===== src/rtl/mmio_uart_tx_pkg.sv =====
`default_nettype none
// ============================================================================
// Package : cpu_mmio_pkg
// Brief   : Shared encodings for the memory-mapped UART transmitter.
// Rev     : 1.0  initial release
// ============================================================================
package cpu_mmio_pkg;

    localparam logic [2:0] DM_B  = 3'b000;
    localparam logic [2:0] DM_H  = 3'b001;
    localparam logic [2:0] DM_W  = 3'b010;
    localparam logic [2:0] DM_BU = 3'b100;
    localparam logic [2:0] DM_HU = 3'b101;

    localparam logic [1:0] REG_TXDATA = 2'd0;
    localparam logic [1:0] REG_STATUS = 2'd1;
    localparam logic [1:0] REG_DIV    = 2'd2;

    localparam int ST_BUSY    = 0;
    localparam int ST_FULL    = 1;
    localparam int ST_EMPTY   = 2;
    localparam int ST_OVF     = 3;
    localparam int ST_CNT_LSB = 4;

    typedef enum logic [1:0] {
        IDLE  = 2'd0,
        START = 2'd1,
        DATA  = 2'd2,
        STOP  = 2'd3
    } uart_state_t;

    // Narrows an already-aligned register word to the requested load size.
    function automatic logic [31:0] load_extend(input logic [31:0] word,
                                                input logic [2:0]  ctrl);
        logic [31:0] r;
        r = word;
        case (ctrl)
            DM_B:    r = {{24{word[7]}}, word[7:0]};
            DM_BU:   r = {24'h0, word[7:0]};
            DM_H:    r = {{16{word[15]}}, word[15:0]};
            DM_HU:   r = {16'h0, word[15:0]};
            default: r = word;
        endcase
        return r;
    endfunction

endpackage
`default_nettype wire


===== src/rtl/mmio_uart_tx_if.sv =====
`default_nettype none
// ============================================================================
// Interface : mmio_uart_tx_if
// Brief     : CPU data-memory bus as seen by an MMIO responder.
// Rev       : 1.0  initial release
// ============================================================================
interface mmio_uart_tx_if;
    logic [31:0] Address;
    logic [31:0] DataWr;
    logic        DMWr;
    logic [2:0]  DMCtrl;
    logic [31:0] DataRd;
    logic        hit;

    modport master (output Address, DataWr, DMWr, DMCtrl, input DataRd, hit);
    modport slave  (input Address, DataWr, DMWr, DMCtrl, output DataRd, hit);
endinterface
`default_nettype wire


===== src/rtl/mmio_uart_tx_sync_fifo.sv =====
`default_nettype none
// ============================================================================
// Module : sync_fifo
// Brief  : Single-clock FIFO with show-ahead head and explicit occupancy count.
// Rev    : 1.0  initial release
// ============================================================================
module sync_fifo #(
    parameter int WIDTH = 8,
    parameter int DEPTH = 8
) (
    input  wire logic                       clk,
    input  wire logic                       rst,
    input  wire logic                       i_push,
    input  wire logic [WIDTH-1:0]           i_din,
    input  wire logic                       i_pop,
    output logic      [WIDTH-1:0]           o_dout,
    output logic                            o_full,
    output logic                            o_empty,
    output logic      [$clog2(DEPTH):0]     o_count
);
    localparam int AW = $clog2(DEPTH);

    logic [WIDTH-1:0] r_mem [DEPTH];
    logic [AW-1:0]    r_wr_ptr;
    logic [AW-1:0]    r_rd_ptr;
    logic [AW:0]      r_count;
    logic             w_do_push;
    logic             w_do_pop;

    // Full is judged on the pre-edge count, so a same-cycle pop never frees room.
    assign o_full    = (r_count == (AW+1)'(DEPTH));
    assign o_empty   = (r_count == '0);
    assign o_count   = r_count;
    assign o_dout    = r_mem[r_rd_ptr];
    assign w_do_push = i_push & ~o_full;
    assign w_do_pop  = i_pop & ~o_empty;

    always_ff @(posedge clk) begin
        if (rst) begin
            r_wr_ptr <= '0;
            r_rd_ptr <= '0;
            r_count  <= '0;
        end else begin
            if (w_do_push) r_wr_ptr <= r_wr_ptr + 1'b1;
            if (w_do_pop)  r_rd_ptr <= r_rd_ptr + 1'b1;
            r_count <= r_count + (AW+1)'(w_do_push) - (AW+1)'(w_do_pop);
        end
    end

    always_ff @(posedge clk) begin
        if (w_do_push) r_mem[r_wr_ptr] <= i_din;
    end
endmodule
`default_nettype wire


===== src/rtl/mmio_uart_tx.sv =====
`default_nettype none
// ============================================================================
// Module : mmio_uart_tx
// Brief  : Memory-mapped 8N1 UART transmitter with byte FIFO on the data bus.
// Rev    : 1.0  initial release
// ============================================================================
module mmio_uart_tx
    import cpu_mmio_pkg::*;
#(
    parameter logic [31:0] BASE_ADDR  = 32'h0000_1000,
    parameter int          FIFO_DEPTH = 8,
    parameter logic [15:0] DIV_RESET  = 16'd433
) (
    input  wire logic         clk,
    input  wire logic         rst,
    mmio_uart_tx_if.slave     bus,
    output logic              tx,
    output logic              tx_busy
);
    localparam int CW = $clog2(FIFO_DEPTH) + 1;

    logic        w_hit;
    logic        w_wr;
    logic [1:0]  w_reg;
    logic        w_byte_st;
    logic        w_push;
    logic        w_pop;
    logic [7:0]  w_fifo_dout;
    logic        w_full;
    logic        w_empty;
    logic [CW-1:0] w_count;
    logic [3:0]  w_cnt_sat;
    logic [31:0] w_word;
    logic [31:0] w_shifted;
    logic        w_unused_bits;

    logic [15:0] r_div;
    logic        r_ovf;

    uart_state_t r_state,    w_state_n;
    logic [15:0] r_baud,     w_baud_n;
    logic [2:0]  r_bit,      w_bit_n;
    logic [7:0]  r_shift,    w_shift_n;
    logic [15:0] r_div_lat,  w_div_lat_n;
    logic        r_tx,       w_tx_n;
    logic        w_baud_done;

    assign w_hit     = (bus.Address[31:4] == BASE_ADDR[31:4]);
    assign w_wr      = bus.DMWr & w_hit;
    assign w_reg     = bus.Address[3:2];
    assign w_byte_st = (bus.DMCtrl[1:0] == 2'b00);
    assign w_push    = w_wr & (w_reg == REG_TXDATA);
    assign w_unused_bits = &{1'b0, bus.DataWr[31:16]};

    sync_fifo #(
        .WIDTH (8),
        .DEPTH (FIFO_DEPTH)
    ) u_fifo (
        .clk     (clk),
        .rst     (rst),
        .i_push  (w_push),
        .i_din   (bus.DataWr[7:0]),
        .i_pop   (w_pop),
        .o_dout  (w_fifo_dout),
        .o_full  (w_full),
        .o_empty (w_empty),
        .o_count (w_count)
    );

    always_ff @(posedge clk) begin
        if (rst) begin
            r_div <= DIV_RESET;
            r_ovf <= 1'b0;
        end else begin
            if (w_wr && (w_reg == REG_DIV)) begin
                if (w_byte_st) r_div[7:0] <= bus.DataWr[7:0];
                else           r_div      <= bus.DataWr[15:0];
            end
            if (w_push && w_full)
                r_ovf <= 1'b1;
            else if (w_wr && (w_reg == REG_STATUS) && bus.DataWr[3])
                r_ovf <= 1'b0;
        end
    end

    assign w_cnt_sat = (int'(w_count) > 15) ? 4'hF : 4'(w_count);

    always_comb begin
        w_word = 32'h0;
        case (w_reg)
            REG_STATUS: begin
                w_word[ST_BUSY]                   = tx_busy;
                w_word[ST_FULL]                   = w_full;
                w_word[ST_EMPTY]                  = w_empty;
                w_word[ST_OVF]                    = r_ovf;
                w_word[ST_CNT_LSB+3:ST_CNT_LSB]   = w_cnt_sat;
            end
            REG_DIV: w_word = {16'h0, r_div};
            default: w_word = 32'h0;
        endcase
    end

    assign w_shifted  = w_word >> {bus.Address[1:0], 3'b000};
    assign bus.DataRd = w_hit ? load_extend(w_shifted, bus.DMCtrl) : 32'h0;
    assign bus.hit    = w_hit;

    always_ff @(posedge clk) begin
        if (rst) begin
            r_state   <= IDLE;
            r_baud    <= '0;
            r_bit     <= '0;
            r_shift   <= '0;
            r_div_lat <= '0;
            r_tx      <= 1'b1;
        end else begin
            r_state   <= w_state_n;
            r_baud    <= w_baud_n;
            r_bit     <= w_bit_n;
            r_shift   <= w_shift_n;
            r_div_lat <= w_div_lat_n;
            r_tx      <= w_tx_n;
        end
    end

    assign w_baud_done = (r_baud == r_div_lat);

    // The divisor is sampled only when a frame starts, so mid-frame writes wait.
    always_comb begin
        w_state_n   = r_state;
        w_baud_n    = r_baud;
        w_bit_n     = r_bit;
        w_shift_n   = r_shift;
        w_div_lat_n = r_div_lat;
        w_pop       = 1'b0;
        case (r_state)
            IDLE: begin
                if (!w_empty) begin
                    w_pop       = 1'b1;
                    w_shift_n   = w_fifo_dout;
                    w_div_lat_n = r_div;
                    w_baud_n    = '0;
                    w_state_n   = START;
                end
            end
            START: begin
                if (w_baud_done) begin
                    w_baud_n  = '0;
                    w_bit_n   = '0;
                    w_state_n = DATA;
                end else begin
                    w_baud_n = r_baud + 16'd1;
                end
            end
            DATA: begin
                if (w_baud_done) begin
                    w_baud_n  = '0;
                    w_shift_n = {1'b0, r_shift[7:1]};
                    w_bit_n   = r_bit + 3'd1;
                    if (r_bit == 3'd7) w_state_n = STOP;
                end else begin
                    w_baud_n = r_baud + 16'd1;
                end
            end
            STOP: begin
                if (w_baud_done) begin
                    w_baud_n  = '0;
                    w_state_n = IDLE;
                end else begin
                    w_baud_n = r_baud + 16'd1;
                end
            end
            default: w_state_n = IDLE;
        endcase

        // Line level is registered from the next state to keep tx glitch-free.
        w_tx_n = 1'b1;
        if (w_state_n == START)     w_tx_n = 1'b0;
        else if (w_state_n == DATA) w_tx_n = w_shift_n[0];
    end

    assign tx      = r_tx;
    assign tx_busy = (r_state != IDLE) | ~w_empty;
endmodule
`default_nettype wire


===== src/flat_wrapper.sv =====
// flat-port wrapper written by rule: the top's interface ports become plain ports
module mmio_uart_tx_flat import cpu_mmio_pkg::*;
#(
    parameter logic [31:0] BASE_ADDR  = 32'h0000_1000,
    parameter int          FIFO_DEPTH = 8,
    parameter logic [15:0] DIV_RESET  = 16'd433
)
  (clk, rst, tx, tx_busy, bus_Address, bus_DataWr, bus_DMWr, bus_DMCtrl, bus_DataRd, bus_hit);
  mmio_uart_tx_if bus_i ();
  input  wire logic clk;
  input  wire logic rst;
  output logic tx;
  output logic tx_busy;
  input wire logic [$bits(bus_i.Address)-1:0] bus_Address;
  input wire logic [$bits(bus_i.DataWr)-1:0] bus_DataWr;
  input wire logic [$bits(bus_i.DMWr)-1:0] bus_DMWr;
  input wire logic [$bits(bus_i.DMCtrl)-1:0] bus_DMCtrl;
  output wire logic [$bits(bus_i.DataRd)-1:0] bus_DataRd;
  output wire logic [$bits(bus_i.hit)-1:0] bus_hit;
  assign bus_i.Address = bus_Address;
  assign bus_i.DataWr = bus_DataWr;
  assign bus_i.DMWr = bus_DMWr;
  assign bus_i.DMCtrl = bus_DMCtrl;
  assign bus_DataRd = bus_i.DataRd;
  assign bus_hit = bus_i.hit;
  mmio_uart_tx #(.BASE_ADDR(BASE_ADDR), .FIFO_DEPTH(FIFO_DEPTH), .DIV_RESET(DIV_RESET)) u_core (.clk(clk), .rst(rst), .bus(bus_i), .tx(tx), .tx_busy(tx_busy));
endmodule

===== config.mk =====
export PLATFORM = sky130hd
export DESIGN_NAME = mmio_uart_tx_flat
export DESIGN_NICKNAME = d
export VERILOG_FILES = /design/src/rtl/mmio_uart_tx_pkg.sv /design/src/rtl/mmio_uart_tx_if.sv /design/src/rtl/mmio_uart_tx_sync_fifo.sv /design/src/rtl/mmio_uart_tx.sv /design/src/flat_wrapper.sv
export SDC_FILE = /design/constraint.sdc
export NUM_CORES = 1
export LEC_CHECK = 0
export CAP_MARGIN = 40
export CORE_ASPECT_RATIO = 0.5
export CORE_MARGIN = 2
export CORE_UTILIZATION = 30
export DETAILED_ROUTE_END_ITERATION = 7
export PLACE_DENSITY = 0.52
export SLEW_MARGIN = 20
export SYNTH_ARGS = -nofsm -noshare
export SYNTH_HDL_FRONTEND = slang
export SYNTH_SLANG_ARGS = --single-unit

===== constraint.sdc =====
create_clock -name clk -period 5.35 [get_ports clk]
set_input_delay 0.535 -clock clk [delete_from_list [all_inputs] [get_ports clk]]
set_output_delay 0.535 -clock clk [all_outputs]
set_load 0.02 [all_outputs]

==> flow_metrics.py <==
metrics = {
    "floorplanning": {
        "io-pin-count": 105,
        "fp.dieW_um": 212,
        "rows": 37,
        "start_util_pct": 31.0,
        "coreArea_um2": 20800,
        "dieHeight_um": 108,
        "die_area_um2": 22800,
    },
    "drt": {
        "wl_met3_um": 377,
        "drc": 0,
        "vias": 4751,
        "wire_per_inst_um": 16.3,
        "top_layer_used": "met4",
        "drt-initial-drc-count": 288,
        "first_pass_iters": 4,
        "postRouteAntennaNets": 0,
        "totalWireLength_um": 15900,
        "wirelength_met1_um": 7570,
        "route.met2.wl_um": 7890,
        "via_per_inst": 4.89,
    },
    "setup_path": {
        "setup.worst_path.class": "in -> out",
        "required_ns": 4.82,
        "startpoint_type": "input port",
        "cp_max_fo": 16,
        "r2r_slack_ns": 2.46,
        "arrival_ns": 3.80,
        "cp-end-kind": "primary output",
        "reg2reg_depth": 11,
    },
    "logic_synthesis": {
        "synth_cell_type_count": 56,
        "yosysMostFrequentCell": "nand2_1",
        "synth.top_cell.area_share_pct": 29.8,
        "syn-num-nets": 704,
        "syn-cell-area_um2": 6460,
        "netlist_top_cells_count": "81 x nand2_1, 76 x dfxtp_1, 70 x a21oi_1",
        "seq_area_frac_synth_pct": 53.3,
        "syn-mean-instance-area_um2": 10.4,
        "synth_flop_cell": "dfxtp_1",
        "syn_inst": 619,
        "synthTopCellsByArea": "edfxtp_1 30%, dfxtp_1 24%, a21oi_1 5.4%, mux4_2 5.2%, nand2_1 4.7%",
        "synth_top_cell_by_area": "edfxtp_1",
        "synth_edf_count": 64,
        "yosys_warnings": 0,
        "synthArstFlopShare_pct": 0,
        "synth_seq_cells": 140,
    },
    "global_routing": {
        "grt_pass1_vias": 4609,
        "grt_antenna_before_repair": 0,
        "grt_pass1_wl_um": 24800,
        "overflow": 0,
        "grt_usage_pct": 14.3,
        "grt_max_degree": 76,
    },
    "power": {
        "power-per-cell-area_nw_per_um2": 419,
        "vdd_ir_drop_max_mv": 0.269,
        "power_leakage_nw": 2.73,
    },
    "placement": {
        "io_buffer_count": 88,
        "gp_congestion": 0.726,
        "place_inst": 936,
        "place_ws_ns": 1.04,
        "hpwlAfterDp_um": 11000,
    },
    "clocking": {
        "cts_post_setup_buffers_inserted": 0,
        "clk_pin_slew_ns": 0.06,
        "h-tree-depth": 4,
        "cts_sinks": 140,
        "tritoncts": "done",
        "insertion_delay_ns": 0.42,
        "cts_buffers": 17,
        "cts_root_buffer": "clkbuf_16",
        "cts_resized": 0,
        "ctsHoldBuffers": 0,
        "clockBufferDepth": 2,
    },
    "sta": {
        "hold_viol": 0,
        "slew_headroom_pct": 43.1,
        "min_period_over_period_pct": 81.1,
        "rsz0062_at_grt": "no",
        "worst_pin_slew_ns": 0.847,
        "max_freq_ghz": 0.230,
        "fin_ws_ns": 1.01,
        "fin_skew_ns": 0.0109,
        "min_period_ns": 4.34,
        "slew_violations": 0,
        "fin_setup_tns_ns": 0,
        "finalSetupViolCount": 0,
    },
    "final_layout": {
        "diodes": 0,
        "nNetsFinal": 771,
        "layout-drive-gt1-share_pct": 11.2,
        "layout.cells.non_filler": 972,
        "syn_to_final_growth_pct": 26.3,
        "fill_cells": 2064,
        "utilization_pct": 39.2,
    },
    "worst_hold_path": {
        "hold_depth": 3,
        "hold_class": "in -> reg",
    },
    "flow_run": {
        "maxCapViolations": 0,
    },
    "status": {
        "run_status": "completed",
    },
}
[area by class of cell]
class	count	area (um^2)	area share [%]
flip-flops and latches	140	3440	42.2
multi-input cells	407	2680	32.9
repair buffers	103	1020	12.5
clock buffers	22	508	6.23
well taps	273	342	4.19
clock inverters	10	98.8	1.21
inverters	17	63.8	0.782
[stage by stage]
step	power (W)	area, um^2	hold WS [ns]
detailed placement	0.00223	7500	0.457
CTS	0.00344	8110	0.466
finish	0.00342	8160	0.415
floorplan	0.00200	6460	0.441
global route	0.00362	8160	0.403
global placement	0.00222	7460	0.451
[report_power, final]
group	switching (W)	internal [W]	leakage, nW	total [W]
Combinational	0.000552	0.000380	1.24	0.000932
Sequential	0.0000871	0.00121	1.19	0.00129
Clock	0.000467	0.000728	0.293	0.00119
Total	0.00111	0.00231	2.73	0.00342
[logic make-up (layout without fill, tap and decap cells)]
| kind of cell | Yosys count | after routing | share of synthesized area, % |
|---|---|---|---|
| simple gates | 218 | 218 | 15.8 |
| flops | 140 | 140 | 53.3 |
| compound gates | 122 | 122 | 11.7 |
| buf+inv | 72 | 152 | 5.66 |
| mux | 29 | 29 | 7.42 |
| xor+xnor | 23 | 23 | 3.12 |
| fa+ha+maj | 15 | 15 | 3.02 |
[state kept, by name, summed over array words and instances, names as in the netlist, named ones only]
name	cells
u_core.r_div	16
u_core.r_ovf	1
u_core.u_fifo.r_rd_ptr	3
u_core.tx	1
u_core.r_baud	16
u_core.r_shift	8
u_core.u_fifo.o_count	4
u_core.r_state	2
u_core.u_fifo.r_mem	64
u_core.r_div_lat	16
u_core.r_bit	3
u_core.u_fifo.r_wr_ptr	3
[cell usage in the layout (no fill, tap or decap), types with 6 or more instances in the layout]
cell	count
ha_1	14
edfxtp_1	64
nand3_1	17
nor2b_1	6
a311oi_1	11
nor2_1	58
a22oi_1	8
xnor2_1	21
dfxtp_1	76
clkdlybuf4s50_1	87
nand2_1	81
nand4_1	10
mux2i_1	13
clkbuf_16	20
o21ai_0	8
nor4_1	7
nor3_1	7
a21oi_1	70
inv_1	14
mux4_2	15
buf_4	12
[critical path, stage by stage]
cell	delay, ns
clkdlybuf4s50_1	0.43
inv_1	0.09
ha_1	0.46
and2_1	0.35
a21oi_1	0.13
or4_1	0.66
a211oi_1	0.28
buf_4	0.23
clkdlybuf4s50_1	0.63
[metal layers]
metal,GRT usage (%),vias to the layer above
li1,-,2361
met1,18.6,2327
met2,24.0,59
met3,3.18,4
met4,4.07,0
met5,0,-
[path summary, 6_finish.rpt]
| path | from | end |
|---|---|---|
| setup reg to reg | u_core.r_state[0] | u_core.u_fifo.o_count[3] |
| hold / removal | rst | u_core.r_baud[2] |
| setup / recovery | bus_Address[2] | bus_DataRd[26] |
| hold reg to reg | u_core.r_shift[1] | u_core.r_shift[1] |
Power figures use the tool's default switching activity.
